==> src/rtl/control_sequencer.sv <==
// Multi-cycle control sequencer: fetch T-steps, variable-length execute,
// stop/halt and vectored masked interrupts taken at instruction boundaries.
module control_sequencer #(
    parameter int DATA_WIDTH   = 32,
    parameter int OPCODE_WIDTH = 5,
    parameter int MAX_STEPS    = 16,
    parameter int NUM_IRQ      = 4,
    parameter logic [OPCODE_WIDTH-1:0] HALT_OP = 5'b11011,
    parameter int CLEAR_CYCLES = 2,
    parameter int CNT_WIDTH    = 16,
    localparam int STEP_W = $clog2(MAX_STEPS),
    localparam int IRQ_W  = (NUM_IRQ > 1) ? $clog2(NUM_IRQ) : 1
) (
    input  logic                  clk,
    input  logic                  reset,
    input  logic                  stop,
    input  logic [NUM_IRQ-1:0]    irq,
    input  logic [NUM_IRQ-1:0]    irq_mask,
    input  logic                  ien_set,
    input  logic [DATA_WIDTH-1:0] IR,
    input  logic [STEP_W-1:0]     exec_steps,
    output logic                  run,
    output logic                  clear,
    output logic [STEP_W-1:0]     step,
    output logic                  fetch,
    output logic                  execute,
    output logic                  PCout,
    output logic                  MARin,
    output logic                  IncPC,
    output logic                  Zin,
    output logic                  Zlo_out,
    output logic                  PCin,
    output logic                  Mem_Read,
    output logic                  MDRin,
    output logic                  MDRout,
    output logic                  IRin,
    output logic                  irq_save,
    output logic                  irq_vec_load,
    output logic [NUM_IRQ-1:0]    irq_ack,
    output logic [IRQ_W-1:0]      irq_vec,
    output logic                  ien,
    output logic [CNT_WIDTH-1:0]  instr_count,
    output logic [2:0]            state_dbg
);

    localparam logic [2:0] S_CLEAR = 3'd0;
    localparam logic [2:0] S_FETCH = 3'd1;
    localparam logic [2:0] S_EXEC  = 3'd2;
    localparam logic [2:0] S_IRQ   = 3'd3;
    localparam logic [2:0] S_HALT  = 3'd4;

    localparam int CLR_W = (CLEAR_CYCLES > 1) ? $clog2(CLEAR_CYCLES) : 1;
    localparam logic [CLR_W-1:0]  CLR_LAST = CLR_W'(CLEAR_CYCLES - 1);
    localparam logic [STEP_W-1:0] MAX_EXEC = STEP_W'(MAX_STEPS - 3);

    logic [2:0]              state;
    logic [CLR_W-1:0]        clr_cnt;
    logic [IRQ_W-1:0]        irq_idx;
    logic [STEP_W-1:0]       exec_len;
    logic [STEP_W-1:0]       last_step;
    logic [NUM_IRQ-1:0]      pending;
    logic [IRQ_W-1:0]        pend_idx;
    logic [OPCODE_WIDTH-1:0] opcode;
    logic                    at_boundary;
    logic                    halt_req;
    logic                    irq_entry;
    logic                    ir_unused;

    assign opcode    = IR[DATA_WIDTH-1 -: OPCODE_WIDTH];
    // Operand bits belong to the datapath; only the opcode matters here.
    assign ir_unused = ^IR[DATA_WIDTH-OPCODE_WIDTH-1:0];

    always_comb begin
        exec_len = exec_steps;
        if (exec_steps == '0) begin
            exec_len = STEP_W'(1);
        end else if (exec_steps > MAX_EXEC) begin
            exec_len = MAX_EXEC;
        end
    end

    assign last_step   = exec_len + STEP_W'(2);
    // >= rather than == so a decoder that shrinks L mid-instruction cannot strand EXEC.
    assign at_boundary = (state == S_EXEC) && (step >= last_step);
    assign halt_req    = stop || (opcode == HALT_OP);
    assign pending     = irq & ~irq_mask;
    assign irq_entry   = at_boundary && !halt_req && ien && (|pending);

    always_comb begin
        pend_idx = '0;
        for (int i = NUM_IRQ - 1; i >= 0; i--) begin
            if (pending[i]) begin
                pend_idx = IRQ_W'(i);
            end
        end
    end

    // Moore decode: strobes depend on registered state and step only.
    assign clear        = (state == S_CLEAR);
    assign fetch        = (state == S_FETCH);
    assign execute      = (state == S_EXEC);
    assign run          = fetch || execute || (state == S_IRQ);
    assign irq_save     = (state == S_IRQ) && (step == STEP_W'(0));
    assign irq_vec_load = (state == S_IRQ) && (step == STEP_W'(1));

    assign MARin    = fetch && (step == STEP_W'(0));
    assign IncPC    = MARin;
    assign Zin      = MARin;
    assign PCout    = MARin || irq_save;
    assign Zlo_out  = fetch && (step == STEP_W'(1));
    assign PCin     = Zlo_out;
    assign Mem_Read = Zlo_out;
    assign MDRin    = Zlo_out;
    assign MDRout   = fetch && (step == STEP_W'(2));
    assign IRin     = MDRout;

    always_comb begin
        irq_ack = '0;
        for (int i = 0; i < NUM_IRQ; i++) begin
            irq_ack[i] = irq_vec_load && (irq_idx == IRQ_W'(i));
        end
    end

    assign irq_vec   = irq_vec_load ? irq_idx : '0;
    assign state_dbg = state;

    always_ff @(posedge clk or negedge reset) begin
        if (!reset) begin
            state       <= S_CLEAR;
            step        <= '0;
            clr_cnt     <= '0;
            irq_idx     <= '0;
            ien         <= 1'b0;
            instr_count <= '0;
        end else begin
            case (state)
                S_CLEAR: begin
                    step <= '0;
                    if (clr_cnt == CLR_LAST) begin
                        state   <= S_FETCH;
                        clr_cnt <= '0;
                    end else begin
                        clr_cnt <= clr_cnt + CLR_W'(1);
                    end
                end
                S_FETCH: begin
                    step <= step + STEP_W'(1);
                    if (step == STEP_W'(2)) begin
                        state <= S_EXEC;
                    end
                end
                S_EXEC: begin
                    if (at_boundary) begin
                        instr_count <= instr_count + CNT_WIDTH'(1);
                        step        <= '0;
                        if (halt_req) begin
                            state <= S_HALT;
                        end else if (irq_entry) begin
                            state   <= S_IRQ;
                            irq_idx <= pend_idx;
                        end else begin
                            state <= S_FETCH;
                        end
                    end else begin
                        step <= step + STEP_W'(1);
                    end
                end
                S_IRQ: begin
                    if (step == STEP_W'(1)) begin
                        state <= S_FETCH;
                        step  <= '0;
                    end else begin
                        step <= step + STEP_W'(1);
                    end
                end
                S_HALT: begin
                    step <= '0;
                end
                default: begin
                    state <= S_CLEAR;
                    step  <= '0;
                end
            endcase

            // Entry clears ien even if the decoder re-enables in the same cycle.
            if (irq_entry) begin
                ien <= 1'b0;
            end else if (ien_set && (state != S_CLEAR)) begin
                ien <= 1'b1;
            end
        end
    end

endmodule

==> config.mk <==
export PLATFORM = sky130hd
export DESIGN_NAME = control_sequencer
export DESIGN_NICKNAME = d
export VERILOG_FILES = /design/src/rtl/control_sequencer.sv
export SDC_FILE = /design/constraint.sdc
export NUM_CORES = 1
export LEC_CHECK = 0
export CAP_MARGIN = 5
export CELL_PAD_IN_SITES_DETAIL_PLACEMENT = 0
export CELL_PAD_IN_SITES_GLOBAL_PLACEMENT = 1
export CORE_AREA = 2 2 81 83
export DETAILED_ROUTE_END_ITERATION = 7
export DIE_AREA = 0 0 83 85
export GPL_TIMING_DRIVEN = 0
export PLACE_DENSITY = 0.89
export SLEW_MARGIN = 20
export SYNTH_ARGS = -nofsm -noshare
export SYNTH_HDL_FRONTEND = slang
export SYNTH_SLANG_ARGS = --single-unit
export TNS_END_PERCENT = 1
==> constraint.sdc <==
create_clock -name clk -period 2.1 [get_ports clk]
set_clock_uncertainty 0.05 [all_clocks]
set_input_delay 0.21 -clock clk [delete_from_list [all_inputs] [get_ports clk]]
set_output_delay 0.21 -clock clk [all_outputs]
set_load 0.01 [all_outputs]
==> results of run 1 <==
## how the worst max path moves through the flow
stage,from,end,slack [ns],cells past startpoint
after floorplan,exec_steps[1],irq_idx[0],-0.04,8
after global placement,exec_steps[1],irq_idx[0],-0.69,10
after detailed placement,exec_steps[3],irq_idx[1],-0.75,10
after CTS,exec_steps[1],irq_idx[0],-0.08,10
after global routing,state_dbg[2],irq_ack[3],-0.11,4
final,exec_steps[1],irq_idx[0],-0.03,9
## worst max-delay path: stages
cell	delay, ns
sky130_fd_sc_hd__dlygate4sd2_1	0.25
sky130_fd_sc_hd__and3_1	0.18
sky130_fd_sc_hd__or3_1	0.35
sky130_fd_sc_hd__ha_1	0.28
sky130_fd_sc_hd__nor3b_1	0.05
sky130_fd_sc_hd__o21a_4	0.24
sky130_fd_sc_hd__nor2_4	0.10
sky130_fd_sc_hd__o2111a_2	0.26
sky130_fd_sc_hd__mux2_2	0.33
## metrics by stage
step / hold WS, ns / utilization (%) / setup slack, ns
after global routing: 0.447 / 40.9 / -0.113
after floorplan: -0.136 / - / -0.0379
after detailed placement: 0.212 / 38.4 / -0.750
after CTS: 0.428 / 40.4 / -0.0751
final: 0.426 / 40.9 / -0.0303
after global placement: 0.408 / 38.5 / -0.692
## routing by layer
metal  GRT usage, %  share of wire, %  routed length [µm]  vias to the layer above
li1               -                 -                   -                      705
met1           13.8                48                1840                      657
met2           18.7                46                1770                       51
met3           3.21               6.2                 240                        2
met4           1.34              0.21                   8                        0
met5              0                 0                   0                        -
## timing repair
item                                   CTS  global route
buffers inserted                         4             1
endpoints found under the hold margin   27             0
gates resized for setup                 30            11
setup endpoints to repair               42            30
pin swaps                                8             6
hold buffers                             1             0
## registers in the layout (all words and copies together), names as in the netlist
name and flops:
irq_idx 2, clr_cnt 1, instr_count 16, state_dbg 3, step 4, ien 1
## Yosys cell counts, types with 2 or more instances
cell	instances
sky130_fd_sc_hd__a21boi_0	2
sky130_fd_sc_hd__a21oi_1	6
sky130_fd_sc_hd__and2_1	3
sky130_fd_sc_hd__and3_1	4
sky130_fd_sc_hd__buf_4	6
sky130_fd_sc_hd__dfrtp_1	27
sky130_fd_sc_hd__ha_1	10
sky130_fd_sc_hd__inv_1	10
sky130_fd_sc_hd__mux2_2	3
sky130_fd_sc_hd__nand2_1	12
sky130_fd_sc_hd__nand2b_1	5
sky130_fd_sc_hd__nand3_1	7
sky130_fd_sc_hd__nand3b_1	2
sky130_fd_sc_hd__nand4_1	2
sky130_fd_sc_hd__nand4_2	2
sky130_fd_sc_hd__nor2_1	13
sky130_fd_sc_hd__nor2_4	3
sky130_fd_sc_hd__nor2b_1	5
sky130_fd_sc_hd__nor3_1	2
sky130_fd_sc_hd__o21ai_0	3
sky130_fd_sc_hd__xnor2_1	14
sky130_fd_sc_hd__xor2_1	5
## area by class of cell
cell class / instances / area, µm² / share of cell area, %
buffer: 7 / 48.8 / 1.92
clock buffer: 4 / 45.0 / 1.78
inverter: 10 / 37.5 / 1.48
multi-input combinational: 120 / 928 / 36.6
sequential: 27 / 683 / 26.9
tap: 77 / 96.3 / 3.80
timing repair buffer: 72 / 698 / 27.5
## power groups by stage
stage	Sequential [mW]	Clock (mW)	Combinational, mW
global placement	0.800	0	1.19
CTS	0.804	0.309	1.30
global route	0.827	0.337	1.45
floorplan	0.803	0	0.625
detailed placement	0.805	0	1.21
finish	0.803	0.291	1.32
## cells by family after synthesis
group,count (synthesis),synth area share (%)
compound gates,20,8.74
xor+xnor,19,10.2
fa+ha+maj,10,7.66
buf+inv,17,5.29
flops,27,41.4
mux,3,2.07
simple gates,68,24.7
==> impl_results.md, run 1 <==
* Number of maximum-capacitance constraint violations at 0
* Placement-stage cell area at 0.00238 mm²
* Clock network fraction of total power at 12.1%
* Overall Global Routing Usage at 10.8%
* H-tree level count at 1
* Placer congestion estimate at 0.702
* Clock-pin transition on the worst setup and hold timing paths at 0.09 ns
* Post-route insts no fill at 317
* Share of final-layout standard cells stronger than drive strength 1 at 21.3%
* Die area at 0.00706 mm²
* Critical Path RT at 2.21 ns
* Remaining DRCs at 0
* Placed Instances at 307
* Sequential cell fraction of total power at 33.2%
* Std-Cell Core Area at 0.00620 mm²
* Final setup fails at 6
* Number of enable-type register cells in the synthesized netlist at 0
* Die span in x at 83 µm
* Average routed wire per standard cell at 12.2 µm
* Achievable frequency at 469 MHz
* Violated checks: setup timing
* Top-area cell type share of the netlist area at 41.4%
* Remaining Overflow, GRT at 0
* Number of antenna violations at the first check in global routing at 0
* Run status: complete, but fails checks
* Global-route wire length before repair at 6470 µm
* Via count of the first global-routing pass at 1,402
* Time the worst path needs with I/O delays and setup at 2.13 ns
* Number of buffers between clock root and the deepest sink at 2
* Number of vias per cell at 4.46
* Synth area leader: sky130_fd_sc_hd__dfrtp_1
* Gate count after technology mapping at 164
* Sw frac at 38.5%
* Die extent in y at 85 µm
* Number of iterations in the first detailed-routing pass at 4
* Clock sinks at 27
* Net count after synthesis at 222
* Worst supply voltage drop on vdd at 588 µV
* Most frequent standard cell in the layout excluding fill and tap cells: sky130_fd_sc_hd__clkdlybuf4s50_1
* Portion of total power attributed to combinational logic at 54.7%
* Kind of end point of the critical path: flop
* Starting density of the core at 26.3%
* Mapped cell area at 0.00163 mm²
* Sequential share of the synthesized area at 41.4%
* Number of different library cells in the post-synthesis netlist at 40
* Final Hold Violating Endpoints at 0
* RSZ-0062 raised after global routing: yes
* Overall Power at 2.41 mW
* Layout Nets at 299
* Share of synthesized registers carrying an async set or reset at 100%
* R2r endpoint: irq_idx[0]
* Largest net degree at the start of global routing at 28
* Top library cells by usage in the layout, fill and taps aside: 51 x sky130_fd_sc_hd__clkdlybuf4s50_1, 21 x sky130_fd_sc_hd__dfrtp_1, 14 x sky130_fd_sc_hd__xnor2_1
* Total negative slack for setup checks at -0.0655 ns
* Overall routed net length at 3860 µm
* Total leakage power at 1.20 nW
* Element type at the critical path start: primary input
* Total of buffers placed on input and output ports at 66
* Power density over the cells at 951 mW/mm²
* Worst hold-check path type: primary input to async pin
* Worst setup path category: primary input to flop
* Number of diodes added for antenna fixing at 0
* Top area cells in the synthesized netlist: sky130_fd_sc_hd__dfrtp_1 41%, sky130_fd_sc_hd__ha_1 7.7%, sky130_fd_sc_hd__xnor2_1 7.5%
* Count of synthesis-stage warnings from yosys at 0
* Overall via count from detail_route at 1,415
* Setup slack of the critical path after layout at -0.0303 ns
* Worst-path maximum fanout at 3
* Endpoint arrival time on the critical path at 2.24 ns
* TritonCTS clock tree: built
* Clock root buffer master: sky130_fd_sc_hd__clkbuf_8
* Top_reg_cell synth: sky130_fd_sc_hd__dfrtp_1
* DRT antenna net count at 0
* Synth-to-Final Area Change at 55.4%
* Top-Level Pins at 94
* Worst-skew pair later-pin latency at 0.27 ns
* Switching power summed over all nets at 0.929 mW
* Cell internal power dissipation at 1.49 mW
* Number of filler cells placed in the layout at 638
* Detailed router's first-iteration violation count at 58
* Synth Register Bits at 27
* Measured slew at the worst slew-check pin at 0.612 ns
* Inserted Clock Buffers at 3
* Total number of placement rows at 29
* Relative max-transition margin at 59.2%
* Cell depth of the worst flop-to-flop path at 7
* DPL Wire Length at 2940 µm
* Finished Cell Area at 0.00254 mm²
* Startpoint of the most critical register-to-register path: step[1]
* Post-route fraction of the period consumed by the critical path at 101%
* Minimum setup slack among reg-to-reg paths at 0.09 ns
* Synthesized area divided by synthesized cell count at 9.96 µm²
* Total count of max-transition violations in the final report at 0
Note: power is estimated with default switching activity, not from simulation.
==> inputs of run 2 (changes only) <==
- CORE_AREA: 2 2 81 83 -> 2 2 64 66
- DIE_AREA: 0 0 83 85 -> 0 0 66 68
- DONT_BUFFER_PORTS: unset -> 1
- PLACE_DENSITY: 0.89 -> 0.87
==> impl_results.md, run 2 (synthesis gave the netlist of run 1 again) <==
* Remaining Overflow, GRT at 0 (unchanged)
* Power density over the cells at 1080 mW/mm² (+14%)
* Number of antenna violations at the first check in global routing at 0 (unchanged)
* Average routed wire per standard cell at 15.2 µm (+25%)
* Overall Global Routing Usage at 15.3% (+4.5 points)
* Total negative slack for setup checks at 0 ns (+0.0655 ns)
* Critical path, cell by cell: ha_1 > o211ai_1 > o21a_4 > nor2_4 > o2111a_1 > mux2_2
* Kind of end point of the critical path: flop
* Worst-path maximum fanout at 5 (+2)
* Endpoint arrival time on the critical path at 2.13 ns (-0.11 ns)
* Met3 capacity usage during global routing at 4.61% (+1.4 points)
* Relative max-transition margin at 64.1% (+4.8 points)
* Top reg by flops: instr_count
* Post-placement worst setup slack at -0.201 ns (+0.548 ns)
* Startpoint of the most critical register-to-register path: step[2]
* Cell depth of the worst flop-to-flop path at 6 (-1)
* Layout Nets at 231 (-23%)
* Total count of max-transition violations in the final report at 0 (unchanged)
* Die area at 0.00449 mm² (-36%)
* Top-Level Pins at 94 (unchanged)
* Worst supply voltage drop on vdd at 439 µV (-25%)
* Clock root buffer master: sky130_fd_sc_hd__clkbuf_8
* Time the worst path needs with I/O delays and setup at 2.02 ns (-0.110 ns)
* Overall routed net length at 3380 µm (-12%)
* Clock network fraction of total power at 14.9% (+2.8 points)
* Remaining DRCs at 0 (unchanged)
* TritonCTS clock tree: built
* Most frequent standard cell in the layout excluding fill and tap cells: sky130_fd_sc_hd__dfrtp_1
* Total number of placement rows at 23 (-21%)
* Overall via count from detail_route at 1,196 (-15%)
* Critical Path RT at 2.21 ns (about the same)
* Inserted Clock Buffers at 3 (unchanged)
* DPL Wire Length at 2630 µm (-11%)
* Largest net degree at the start of global routing at 28 (unchanged)
* Clock sinks at 27 (unchanged)
* Hold_sp: ien_set
* Starting density of the core at 42.3% (+16 points)
* Number of iterations in the first detailed-routing pass at 4 (unchanged)
* GRT Max-Usage Layer: met2
* Final Hold Violating Endpoints at 0 (unchanged)
* Met2 Use GR at 27.0% (+8.3 points)
* Number of diodes added for antenna fixing at 0 (unchanged)
* Largest incremental delay on the critical path at 0.48 ns (+0.13 ns)
* Sink of the worst hold path: ien
* DRT antenna net count at 0 (unchanged)
* Total leakage power at 0.851 nW (-29%)
* Global-route wire length before repair at 5310 µm (-18%)
* Worst hold-check path type: primary input to flop
* Total of buffers placed on input and output ports at 0 (-100%)
* Portion of total power attributed to combinational logic at 41.1% (-14 points)
* Run status: finished clean
* Max FFs per register at 16 (unchanged)
* R2r endpoint: irq_idx[1]
* Synth-to-Final Area Change at 12.1%
* Measured slew at the worst slew-check pin at 0.534 ns (-0.0773 ns)
* Met1 track utilization from global routing at 18.6% (+4.8 points)
* Die span in x at 66 µm (-20%)
* Number of buffers between clock root and the deepest sink at 2 (unchanged)
* Final setup fails at 0 (-6)
* Element type at the critical path start: flop
* Die extent in y at 68 µm (-20%)
* Worst setup path category: flop to flop
* Sequential cell fraction of total power at 43.9% (+11 points)
* Number of vias per cell at 5.39 (+21%)
* Count of cells along the worst hold path at 2
* Cell internal power dissipation at 1.12 mW (-25%)
* Min Hold Slack at 0.0509 ns (-0.375 ns)
* Sw frac at 43.6% (+5.1 points)
* Placer congestion estimate at 0.747 (+6.4%)
* Top library cells by usage in the layout, fill and taps aside: 22 x sky130_fd_sc_hd__dfrtp_1, 14 x sky130_fd_sc_hd__xnor2_1, 12 x sky130_fd_sc_hd__nand2_1
* Share of the core filled with cells in the final layout at 47.5% (+6.6 points)
* Std-Cell Core Area at 0.00386 mm² (-38%)
* Minimum setup slack among reg-to-reg paths at 0.08 ns (about the same)
* Setup slack of the critical path after layout at 0.0802 ns (+0.110 ns)
* Detailed router's first-iteration violation count at 44 (-24%)
* RSZ-0062 raised after global routing: no
* Number of maximum-capacitance constraint violations at 0 (unchanged)
* Cell with the biggest individual delay on the critical path: sky130_fd_sc_hd__dfrtp_2
* Post-route fraction of the period consumed by the critical path at 96.2% (-5.3 points)
* Worst-skew pair later-pin latency at 0.27 ns (about the same)
* H-tree level count at 1 (unchanged)
* Clock-pin transition on the worst setup and hold timing paths at 0.09 ns (about the same)
* Achievable frequency at 495 MHz (+5.5%)
* Via count of the first global-routing pass at 1,149 (-18%)
* Switching power summed over all nets at 0.863 mW (-7.1%)
* Share of final-layout standard cells stronger than drive strength 1 at 22.1% (+0.84 points)
[run 2: worst max path at each step]
stage                             start    endpoint  slack (ns)  cells past startpoint
final                           step[2]  irq_idx[1]        0.08                      6
after global placement    exec_steps[1]  irq_idx[0]       -0.14                      8
after detailed placement  exec_steps[1]  irq_idx[0]       -0.20                      9
after CTS                       step[1]  irq_ack[1]        0.02                      6
after global routing            step[1]        PCin       0.003                      5
after floorplan           exec_steps[1]  irq_idx[0]       -0.04                      8
[run 2: area by class of cell]
| cell class | count | area [µm²] |
|---|---|---|
| clock buffer | 4 | 45.0 |
| sequential | 27 | 682 |
| multi-input combinational | 120 | 910 |
| fill | 392 | 2030 |
| inverter | 10 | 37.5 |
| timing repair buffer | 4 | 45.0 |
| tap | 50 | 62.6 |
| buffer | 7 | 48.8 |
[run 2: layer usage]
| metal | vias up | wire length, µm |
|---|---|---|
| li1 | 571 | - |
| met1 | 583 | 1350 |
| met2 | 40 | 1780 |
| met3 | 2 | 238 |
| met4 | 0 | 13 |
| met5 | - | 0 |
[run 2: worst max-delay path: cells and delay by family, from the launching register on]
family | cells | cell delay [ns]
AOI/OAI and AO/OA | 3 | 0.62
and+or+nand+nor | 1 | 0.11
adders and majority gates | 1 | 0.31
muxes | 1 | 0.35
DFF | 1 | 0.48
[run 2: per-stage QoR]
stage	instance area, µm²	instances	total power, mW
floorplan	1630	164	1.43
global placement	1700	214	1.56
detailed placement	1700	214	1.59
CTS	1790	221	1.92
global route	1830	222	2.15
finish	1830	222	1.98
[run 2: timing repair]
action                                  4_1_cts  5_1_grt
hold buffers                                  2        0
hold endpoints to repair                     27        0
endpoints found under the setup margin        7        8
pin swaps                                     1        1
gates resized for setup                       8        8
buffers inserted                              1        1
[run 2: power by group through the flow]
stage | combinational, mW | sequential, mW | clock (mW)
after floorplan | 0.625 | 0.803 | 0
after global placement | 0.712 | 0.846 | 0
after detailed placement | 0.734 | 0.856 | 0
after CTS | 0.766 | 0.857 | 0.300
after global routing | 0.925 | 0.892 | 0.329
final | 0.814 | 0.869 | 0.296
==> inputs of run 3 (changes only) <==
==> constraint.sdc (replaced) <==
create_clock -name clk -period 2.1 [get_ports clk]
set_clock_uncertainty 0.05 [all_clocks]
set_input_delay 0.42 -clock clk [delete_from_list [all_inputs] [get_ports clk]]
set_output_delay 0.42 -clock clk [all_outputs]
set_load 0.01 [all_outputs]
==> impl_results.md, run 3 (synthesis gave the netlist of run 1 again) <==
* Placed Instances at 214 (unchanged)
* Post-route fraction of the period consumed by the critical path at 102% (+5.7 points)
* Clock-pin transition on the worst setup and hold timing paths at 0.09 ns (about the same)
* Total count of max-transition violations in the final report at 0 (unchanged)
* Top-Level Pins at 94 (unchanged)
* Total leakage power at 0.852 nW (+0.12%)
* Via count of the first global-routing pass at 1,160 (+0.96%)
* Final Hold Violating Endpoints at 0 (unchanged)
* Remaining Overflow, GRT at 0 (unchanged)
* Sw frac at 44.2% (+0.56 points)
* Run status: complete, but fails checks
* Cell with the biggest individual delay on the critical path: sky130_fd_sc_hd__mux2_2
* Clock sinks at 27 (unchanged)
* Sequential cell fraction of total power at 43.7% (-0.2 points)
* Measured slew at the worst slew-check pin at 0.440 ns (-0.0938 ns)
* Post-placement worst setup slack at -0.411 ns (-0.210 ns)
* GRT Max-Usage Layer: met2
* Global-route wire length before repair at 5340 µm (+0.51%)
* Inserted Clock Buffers at 3 (unchanged)
* Worst supply voltage drop on vdd at 451 µV (+2.7%)
* Power density over the cells at 1080 mW/mm² (+0.22%)
* Largest incremental delay on the critical path at 0.35 ns (-0.13 ns)
* Element type at the critical path start: primary input
* Worst-path maximum fanout at 7 (+2)
* Number of diodes added for antenna fixing at 0 (unchanged)
* Met3 capacity usage during global routing at 4.61% (unchanged)
* Post-route insts no fill at 221 (-0.45%)
* Clock root buffer master: sky130_fd_sc_hd__clkbuf_8
* Portion of total power attributed to combinational logic at 41.9% (+0.8 points)
* DPL Wire Length at 2630 µm (unchanged)
* Number of vias per cell at 5.40 (+0.20%)
* Achievable frequency at 467 MHz (-5.6%)
* Worst setup path category: primary input to flop
* TritonCTS clock tree: built
* Die extent in y at 68 µm (unchanged)
* DRT antenna net count at 0 (unchanged)
* Synth-to-Final Area Change at 14.8%
* Number of buffers between clock root and the deepest sink at 2 (unchanged)
* Number of iterations in the first detailed-routing pass at 4 (unchanged)
* Cell internal power dissipation at 1.13 mW (+1.6%)
* Layout Nets at 230 (-0.43%)
* Endpoint arrival time on the critical path at 2.25 ns (+0.12 ns)
* Placer congestion estimate at 0.747 (unchanged)
* Critical path, cell by cell: a21boi_2 > ha_2 > inv_1 > ha_1 > o211ai_1 > o21a_4 > nor2_4 > o2111a_1 > mux2_2
* Die area at 0.00449 mm² (unchanged)
* Top library cells by usage in the layout, fill and taps aside: 22 x sky130_fd_sc_hd__dfrtp_1, 14 x sky130_fd_sc_hd__xnor2_1, 11 x sky130_fd_sc_hd__nand2_1
* Starting density of the core at 42.3% (unchanged)
* Number of antenna violations at the first check in global routing at 0 (unchanged)
* Final setup fails at 2 (+2)
* Total of buffers placed on input and output ports at 0 (unchanged)
* Number of maximum-capacitance constraint violations at 0 (unchanged)
* Largest net degree at the start of global routing at 28 (unchanged)
* Setup slack of the critical path after layout at -0.0404 ns (-0.121 ns)
* Time the worst path needs with I/O delays and setup at 2.14 ns (+0.121 ns)
* RSZ-0062 raised after global routing: yes
* Met2 Use GR at 27.0% (unchanged)
* Relative max-transition margin at 70.6% (+6.6 points)
* Violated checks: setup timing
* Top reg by flops: instr_count
* H-tree level count at 1 (unchanged)
* Std-Cell Core Area at 0.00386 mm² (unchanged)
* Overall routed net length at 3400 µm (+0.38%)
* Critical Path RT at 2.21 ns (about the same)
* Share of final-layout standard cells stronger than drive strength 1 at 28.1% (+6.0 points)
* Detailed router's first-iteration violation count at 34 (-23%)
* Worst hold-check path type: primary input to flop
* Remaining DRCs at 0 (unchanged)
* Most frequent standard cell in the layout excluding fill and tap cells: sky130_fd_sc_hd__dfrtp_1
* Max FFs per register at 16 (unchanged)
* Overall Global Routing Usage at 15.3% (+0.071 points)
* Clock network fraction of total power at 14.5% (-0.4 points)
* Die span in x at 66 µm (unchanged)
* Overall via count from detail_route at 1,193 (-0.25%)
* Total number of placement rows at 23 (unchanged)
* Kind of end point of the critical path: flop
* Switching power summed over all nets at 0.897 mW (+3.9%)
* Average routed wire per standard cell at 15.4 µm (+0.84%)
* Met1 track utilization from global routing at 18.8% (+0.21 points)
* Worst-skew pair later-pin latency at 0.27 ns (about the same)
run 3: cell type report:
type                            instances  area, µm²
Fill cell                             380       1980
Multi-Input combinational cell        120        961
Sequential cell                        27        682
Tap cell                               50       62.6
Buffer                                  7       48.8
Clock buffer                            4       45.0
Timing Repair Buffer                    3       37.5
Inverter                               10       37.5
run 3: metrics by stage:
step | hold WS, ns | power, mW | utilization [%] | setup TNS (ns) | cell area (µm²)
2_1_floorplan | 0.0744 | 1.43 | - | -0.650 | 1630
3_3_place_gp | 0.0751 | 1.56 | 44.0 | -1.86 | 1700
3_5_place_dp | 0.0751 | 1.59 | 44.0 | -3.48 | 1700
4_1_cts | 0.270 | 1.96 | 47.5 | -0.201 | 1830
5_1_grt | 0.277 | 2.21 | 48.6 | -0.540 | 1870
6_report | 0.262 | 2.03 | 48.6 | -0.0780 | 1870
run 3: path summary, 6_finish.rpt:
check / from / end / slack [ns] / cells after the start
worst max-delay path: exec_steps[1] / irq_idx[1] / -0.04 / 9
max in group asynchronous: reset / step[0] / 1.31 / 2
worst max register to register: step[0] / irq_idx[1] / 0.02 / 7
worst min register to register: clr_cnt / clr_cnt / 0.42 / 1
min in group asynchronous: reset / instr_count[12] / 0.52 / 2
worst min-delay path: ien_set / ien / 0.26 / 2
run 3: power by group through the flow:
| stage | Clock (mW) | Combinational, mW | Sequential [mW] |
|---|---|---|---|
| final | 0.294 | 0.850 | 0.886 |
| after global routing | 0.329 | 0.969 | 0.908 |
| after CTS | 0.300 | 0.796 | 0.869 |
| after detailed placement | 0 | 0.734 | 0.856 |
| after global placement | 0 | 0.712 | 0.846 |
| after floorplan | 0 | 0.625 | 0.803 |
run 3: routing by layer:
metal	wire length, µm	vias up	part of all wire, %
met1	1340	577	39
li1	-	572	-
met4	13	0	0.38
met3	241	2	7.1
met2	1810	42	53
met5	0	-	0
run 3: worst max-delay path: cells and delay by family:
family          cells  cell delay [ns]
compound gates      4             0.76
fa+ha+maj           2             0.58
mux                 1             0.35
simple gates        1             0.11
buf+inv             1             0.04
run 3: repair_timing:
item                                    4_1_cts  5_1_grt
hold endpoints to repair                     27        0
endpoints found under the setup margin       15       15
pin swaps                                     2        2
buffers inserted                              1        0
resized for setup                            19       11
hold buffers                                  2        0
